<file path="src/rtl/iccm_boot_loader_if.sv">
// Stream-in / ICCM-write bundle for iccm_boot_loader.
// slave = loader side, master = stream source and ICCM write sink.
interface iccm_boot_loader_if #(
    parameter int unsigned AW = 11,
    parameter int unsigned DW = 32
);
    logic          s_valid_i;
    logic          s_ready_o;
    logic [DW-1:0] s_data_i;
    logic          iccm_we_o;
    logic [DW-1:0] iccm_wdata_o;
    logic [DW-1:0] iccm_wmask_o;
    logic [AW-1:0] iccm_waddr_o;

    modport slave (
        input  s_valid_i,
        input  s_data_i,
        output s_ready_o,
        output iccm_we_o,
        output iccm_wdata_o,
        output iccm_wmask_o,
        output iccm_waddr_o
    );

    modport master (
        output s_valid_i,
        output s_data_i,
        input  s_ready_o,
        input  iccm_we_o,
        input  iccm_wdata_o,
        input  iccm_wmask_o,
        input  iccm_waddr_o
    );
endinterface

</file>
<file path="src/rtl/iccm_boot_loader.sv">
// Loads a length-prefixed word stream into the ICCM and raises finish_o when done.
// Define ICCM_BOOT_CSUM_EN to require a trailing additive checksum word.
module iccm_boot_loader #(
    parameter int unsigned AW        = 11,
    parameter int unsigned DW        = 32,  // must equal top_pkg::TL_DW
    parameter int unsigned BASE_ADDR = 0
) (
    input  logic              clk_i,
    input  logic              rst_ni,
    input  logic              start_i,
    input  logic              abort_i,
    iccm_boot_loader_if.slave bus,
    output logic              finish_o,
    output logic              err_o,
    output logic              busy_o
);

    typedef enum logic [2:0] {
        ST_IDLE,
        ST_HDR,
        ST_LOAD,
        ST_CSUM,
        ST_DONE,
        ST_ERR
    } state_e;

    // Largest image that still fits between BASE_ADDR and the top of the ICCM.
    localparam logic [AW:0] LEN_MAX = (AW+1)'(2**AW - BASE_ADDR);

    state_e      state_q;
    logic [AW:0] len_q;
    logic [AW:0] idx_q;
    logic        hs;
    logic [AW:0] hdr_len;
    logic        last_word;
`ifdef ICCM_BOOT_CSUM_EN
    logic [DW-1:0] sum_q;
`endif

    assign hs        = bus.s_valid_i & bus.s_ready_o;
    assign hdr_len   = bus.s_data_i[AW:0];
    assign last_word = (idx_q == len_q - 1'b1);

    always_ff @(posedge clk_i or negedge rst_ni) begin
        if (!rst_ni) begin
            state_q          <= ST_IDLE;
            len_q            <= '0;
            idx_q            <= '0;
`ifdef ICCM_BOOT_CSUM_EN
            sum_q            <= '0;
`endif
            bus.s_ready_o    <= 1'b0;
            bus.iccm_we_o    <= 1'b0;
            bus.iccm_wdata_o <= '0;
            bus.iccm_wmask_o <= '0;
            bus.iccm_waddr_o <= '0;
            finish_o         <= 1'b0;
            err_o            <= 1'b0;
            busy_o           <= 1'b0;
        end else begin
            // Write strobe and mask are pulses; address and data hold.
            bus.iccm_we_o    <= 1'b0;
            bus.iccm_wmask_o <= '0;

            if (abort_i) begin
                state_q       <= ST_IDLE;
                bus.s_ready_o <= 1'b0;
                finish_o      <= 1'b0;
                err_o         <= 1'b0;
                busy_o        <= 1'b0;
            end else begin
                case (state_q)
                    ST_IDLE: begin
                        if (start_i) begin
                            state_q       <= ST_HDR;
                            bus.s_ready_o <= 1'b1;
                            busy_o        <= 1'b1;
                        end
                    end

                    ST_HDR: begin
                        if (hs) begin
                            if (hdr_len == '0 || hdr_len > LEN_MAX) begin
                                state_q       <= ST_ERR;
                                bus.s_ready_o <= 1'b0;
                                busy_o        <= 1'b0;
                                err_o         <= 1'b1;
                            end else begin
                                state_q <= ST_LOAD;
                                len_q   <= hdr_len;
                                idx_q   <= '0;
`ifdef ICCM_BOOT_CSUM_EN
                                sum_q   <= '0;
`endif
                            end
                        end
                    end

                    ST_LOAD: begin
                        if (hs) begin
                            bus.iccm_we_o    <= 1'b1;
                            bus.iccm_wmask_o <= '1;
                            bus.iccm_wdata_o <= bus.s_data_i;
                            bus.iccm_waddr_o <= AW'(BASE_ADDR) + idx_q[AW-1:0];
                            idx_q            <= idx_q + 1'b1;
`ifdef ICCM_BOOT_CSUM_EN
                            sum_q            <= sum_q + bus.s_data_i;
                            if (last_word) begin
                                state_q <= ST_CSUM;
                            end
`else
                            if (last_word) begin
                                state_q       <= ST_DONE;
                                bus.s_ready_o <= 1'b0;
                                busy_o        <= 1'b0;
                            end
`endif
                        end
                    end

                    ST_CSUM: begin
`ifdef ICCM_BOOT_CSUM_EN
                        if (hs) begin
                            bus.s_ready_o <= 1'b0;
                            busy_o        <= 1'b0;
                            if (bus.s_data_i == sum_q) begin
                                state_q  <= ST_DONE;
                                finish_o <= 1'b1;
                            end else begin
                                state_q <= ST_ERR;
                                err_o   <= 1'b1;
                            end
                        end
`else
                        state_q <= ST_IDLE;
`endif
                    end

                    // finish_o rises one cycle after the last write pulse and stays up.
                    ST_DONE: begin
                        finish_o <= 1'b1;
                    end

                    ST_ERR: begin
                        if (start_i) begin
                            state_q       <= ST_HDR;
                            err_o         <= 1'b0;
                            bus.s_ready_o <= 1'b1;
                            busy_o        <= 1'b1;
                        end
                    end

                    default: begin
                        state_q <= ST_IDLE;
                    end
                endcase
            end
        end
    end

endmodule
</file>
<file path="src/flat_wrapper.sv">
// flat-port wrapper written by rule: the top's interface ports become plain ports
module iccm_boot_loader_flat 
#(
    parameter int unsigned AW        = 11,
    parameter int unsigned DW        = 32,                              
    parameter int unsigned BASE_ADDR = 0
)
  (clk_i, rst_ni, start_i, abort_i, finish_o, err_o, busy_o, bus_s_valid_i, bus_s_data_i, bus_s_ready_o, bus_iccm_we_o, bus_iccm_wdata_o, bus_iccm_wmask_o, bus_iccm_waddr_o);
  iccm_boot_loader_if #(.AW(AW), .DW(DW)) bus_i ();
  input  logic clk_i;
  input  logic rst_ni;
  input  logic start_i;
  input  logic abort_i;
  output logic finish_o;
  output logic err_o;
  output logic busy_o;
  input wire logic [$bits(bus_i.s_valid_i)-1:0] bus_s_valid_i;
  input wire logic [$bits(bus_i.s_data_i)-1:0] bus_s_data_i;
  output wire logic [$bits(bus_i.s_ready_o)-1:0] bus_s_ready_o;
  output wire logic [$bits(bus_i.iccm_we_o)-1:0] bus_iccm_we_o;
  output wire logic [$bits(bus_i.iccm_wdata_o)-1:0] bus_iccm_wdata_o;
  output wire logic [$bits(bus_i.iccm_wmask_o)-1:0] bus_iccm_wmask_o;
  output wire logic [$bits(bus_i.iccm_waddr_o)-1:0] bus_iccm_waddr_o;
  assign bus_i.s_valid_i = bus_s_valid_i;
  assign bus_i.s_data_i = bus_s_data_i;
  assign bus_s_ready_o = bus_i.s_ready_o;
  assign bus_iccm_we_o = bus_i.iccm_we_o;
  assign bus_iccm_wdata_o = bus_i.iccm_wdata_o;
  assign bus_iccm_wmask_o = bus_i.iccm_wmask_o;
  assign bus_iccm_waddr_o = bus_i.iccm_waddr_o;
  iccm_boot_loader #(.AW(AW), .DW(DW), .BASE_ADDR(BASE_ADDR)) u_core (.clk_i(clk_i), .rst_ni(rst_ni), .start_i(start_i), .abort_i(abort_i), .bus(bus_i), .finish_o(finish_o), .err_o(err_o), .busy_o(busy_o));
endmodule
</file>
<file path="config.mk">
export PLATFORM = sky130hd
export DESIGN_NAME = iccm_boot_loader_flat
export DESIGN_NICKNAME = d
export VERILOG_FILES = /design/src/rtl/iccm_boot_loader_if.sv /design/src/rtl/iccm_boot_loader.sv /design/src/flat_wrapper.sv
export SDC_FILE = /design/constraint.sdc
export NUM_CORES = 1
export LEC_CHECK = 0
export BUFFER_PORTS_ARGS = -buffer_cell sky130_fd_sc_hd__buf_4
export CAP_MARGIN = 40
export CORE_ASPECT_RATIO = 2
export CORE_UTILIZATION = 30
export CTS_CLUSTER_DIAMETER = 40
export DETAILED_ROUTE_END_ITERATION = 16
export PLACE_DENSITY_LB_ADDON = 0.2
export RECOVER_POWER = 100
export SLEW_MARGIN = 20
export SYNTH_ARGS = -nofsm -noshare
export SYNTH_HDL_FRONTEND = slang
export SYNTH_SLANG_ARGS = --single-unit
</file>
<file path="constraint.sdc">
create_clock -name clk_i -period 3.1 [get_ports clk_i]
set_input_delay 0.465 -clock clk_i [delete_from_list [all_inputs] [get_ports clk_i]]
set_output_delay 0.465 -clock clk_i [all_outputs]
set_load 0.01 [all_outputs]
</file>
==> flow_metrics.env <==
export IMPL_vdd_drop_max_mv=0.384
export IMPL_viasPerCell=4.94
export IMPL_synth_main_ff_cell="dfrtp_1"
export IMPL_async_flop_share_pct=100
export IMPL_yosys_warnings=0
export IMPL_max_slew_margin_rel_pct=5.77
export IMPL_slew_viol_final=0
export IMPL_rsz0062_at_grt="no"
export IMPL_io_pin_count=117
export IMPL_num_vias=2952
export IMPL_io_buffers=116
export IMPL_overflow=0
export IMPL_fin_skew_ns=0.00693
export IMPL_fmax_mhz=397
export IMPL_syn_area_per_cell_um2=10.7
export IMPL_place_hpwl_mm=7.03
export IMPL_antenna_found_initial=0
export IMPL_cp_arrival_ns=2.77
export IMPL_worstPathRequired_ns=3.35
export IMPL_clk_pin_slew_ns=0.05
export IMPL_gp_congestion=0.862
export IMPL_rows=58
export IMPL_setup_viol=0
export IMPL_cp_slowest_stage_delay_ns=0.72
export IMPL_synth_seq_area_share_pct=47.8
export IMPL_dieWidth_um=82.4
export IMPL_syn_to_final_growth_pct=20.5
export IMPL_critPathMaxFanout=12
export IMPL_fin_nets=482
export IMPL_track_usage_pct=15.1
export IMPL_syn_nets=402
export IMPL_power_frac_comb_pct=12.5
export IMPL_first_global_vias=2882
export IMPL_start_util_pct=30.9
export IMPL_crit_chain="clkbuf_1 > nor4_1 > a31oi_2 > o21ai_4 > nand3_2 > or4_1 > a21oi_1"
export IMPL_clk_path_buf_depth=2
export IMPL_syn_inst=363
export IMPL_root_buffer="clkbuf_16"
export IMPL_intPower_uw=1900
export IMPL_pwr_density_cell_nw_per_um2=542
export IMPL_finalSetupTns_ns=0
export IMPL_period_share_pct=81.3
export IMPL_synth_area_um2=3870
export IMPL_wl_per_cell_um=15.9
export IMPL_switching_power_uw=629
export IMPL_dieHeight_um=163
export IMPL_fillers=1337
export IMPL_ys_types=51
export IMPL_drt_iter0_markers=194
export IMPL_die_area_um2=13400
export IMPL_core_area_um2=12600
export IMPL_wl_mm=9.54
export IMPL_dr_pass1_iters=5
export IMPL_switching_share_pct=24.8
export IMPL_cts_tree="yes"
export IMPL_grt_first_pass_wirelength_mm=15.0
export IMPL_critical_path_class="in -> reg"
export IMPL_start_kind="primary input"
export IMPL_post_cts_buffers=0
export IMPL_tightest_slew_ns=1.41
export IMPL_final_min_clock_period_ns=2.52
export IMPL_clk_latency_ns=0.33
export IMPL_pwr_share_seq_pct=42.4
export IMPL_layout_cells_non_filler=598
export IMPL_antenna_cells=0
export IMPL_ant_nets=0
export IMPL_grt_max_degree=53
export IMPL_drc_errors=0
export IMPL_cts_buffers=9
export IMPL_outcome="completed"
export IMPL_cts_resized=0
export IMPL_crit_slowest_cell="nor4_1"
export IMPL_clkPwrFrac_pct=45.1
export IMPL_cap_violations=0
export IMPL_dp_cells=581
export IMPL_clock_sinks=74
export IMPL_whs_ns=0.347
export IMPL_cellLeakagePower_uw=0.00210
export IMPL_htree_levels=3
export IMPL_ys_ff_latch=74
export IMPL_drive_gt1_share_pct=24.1
export IMPL_hold_buffers=0
export IMPL_final_hold_violation_count=0
export IMPL_critPathCaptureType="register"
export IMPL_synth_edf_count=0
export IMPL_hold_path_class="in -> reg"
[synthesized netlist by cell type, drive strengths merged (2+ instances only)]
| library cell | number | area (um^2) |
|---|---|---|
| xnor2 | 13 | 114 |
| nand4 | 3 | 18.8 |
| nand2 | 41 | 154 |
| o31ai | 8 | 60.1 |
| nor2 | 22 | 82.6 |
| mux2 | 43 | 484 |
| or2 | 4 | 25.0 |
| nor4 | 7 | 88.8 |
| xor2 | 6 | 52.6 |
| clkbuf | 11 | 42.5 |
| inv | 5 | 18.8 |
| or4 | 5 | 37.5 |
| nor2b | 6 | 37.5 |
| o21ai | 15 | 86.3 |
| nand3b | 2 | 15.0 |
| ha | 2 | 25.0 |
| buf | 40 | 289 |
| and4 | 2 | 18.8 |
| nand3 | 9 | 50.1 |
| or3 | 5 | 33.8 |
| a21oi | 8 | 40.0 |
| nor4b | 3 | 26.3 |
| dfrtp | 74 | 1850 |
| a22o | 2 | 17.5 |
| a31oi | 7 | 50.1 |
| nor3 | 4 | 20.0 |
| nand2b | 2 | 12.5 |
[sequential cells by signal, indices dropped and copies added (netlist names)]
| signal | count |
|---|---|
| u_core.bus.iccm_wmask_o | 1 |
| u_core.bus.iccm_waddr_o | 11 |
| u_core.bus.iccm_wdata_o | 32 |
| u_core.idx_q | 12 |
| u_core.err_o | 1 |
| u_core.busy_o | 1 |
| u_core.state_q | 3 |
| u_core.finish_o | 1 |
| u_core.len_q | 12 |
[path summary, 6_finish.rpt]
path,start,endpoint,slack [ns],cells after the start
max,bus_s_data_i[1],u_core.idx_q[9],0.58,7
min,bus_s_data_i[3],u_core.len_q[3],0.35,3
max reg2reg,u_core.len_q[0],u_core.state_q[1],0.72,8
min reg2reg,u_core.finish_o,u_core.finish_o,0.50,2
max in group asynchronous,rst_ni,u_core.len_q[11],1.75,2
min in group asynchronous,rst_ni,u_core.bus.iccm_wdata_o[27],0.45,1
[stage by stage]
step / util, % / cell area [um^2] / total power [uW] / worst slack [ns]
after floorplan: - / 3870 / 1280 / 0.863
after global placement: 36.9 / 4640 / 1420 / 0.635
after detailed placement: 37.1 / 4660 / 1430 / 0.607
after CTS: 39.8 / 4990 / 2590 / 0.690
after global routing: 37.2 / 4670 / 2650 / 0.391
final: 37.2 / 4670 / 2530 / 0.580
[power groups by stage]
stage / registers, uW / clock network (uW) / logic, uW
global route: 1080 / 1210 / 355
finish: 1070 / 1140 / 316
global placement: 1090 / 0 / 327
CTS: 1080 / 1180 / 338
floorplan: 1080 / 0 / 206
detailed placement: 1090 / 0 / 337
[placed cells by master (no fill, tap or decap), types with 8 or more instances in the layout]
cell type	count
clkbuf_1	83
dfrtp_1	74
mux2_2	43
nand2_1	41
buf_4	35
nor2_1	22
o21ai_0	14
xnor2_1	13
clkbuf_16	9
nand3_1	8
o31ai_1	8
a21oi_1	8
[per-layer routing]
layer	global-route usage [%]	wire, um
met4	8.21	256
met2	27.4	5460
met5	0	0
met1	16.0	3380
met3	2.41	435
[layout make-up]
type                       instances  area (um^2)  share of cell area, %
sequential                        74         1850                   39.7
clock buffer                      12          256                   5.49
clock inverter                     4         73.8                   1.58
inverter                           5         18.8                  0.402
tap                              150          188                   4.02
multi-input combinational        233         1660                   35.5
timing repair buffer             120          623                   13.3
[cell families after synthesis]
| kind of cell | Yosys count | share of synthesized area (%) |
|---|---|---|
| adder cells (fa/ha/maj) | 2 | 0.646 |
| XOR/XNOR | 19 | 4.30 |
| flip-flops | 74 | 47.8 |
| buffers and inverters | 56 | 9.04 |
| AO/OA/AOI/OAI | 50 | 8.85 |
| AND/OR/NAND/NOR | 118 | 16.6 |
| multiplexers | 44 | 12.8 |
[critical path: cells and delay by family]
family                 cells  cell delay [ns]
AOI/OAI and AO/OA          3             0.69
buffers and inverters      1             0.11
and+or+nand+nor            3             1.49
Note: power is estimated with default switching activity, not from simulation.
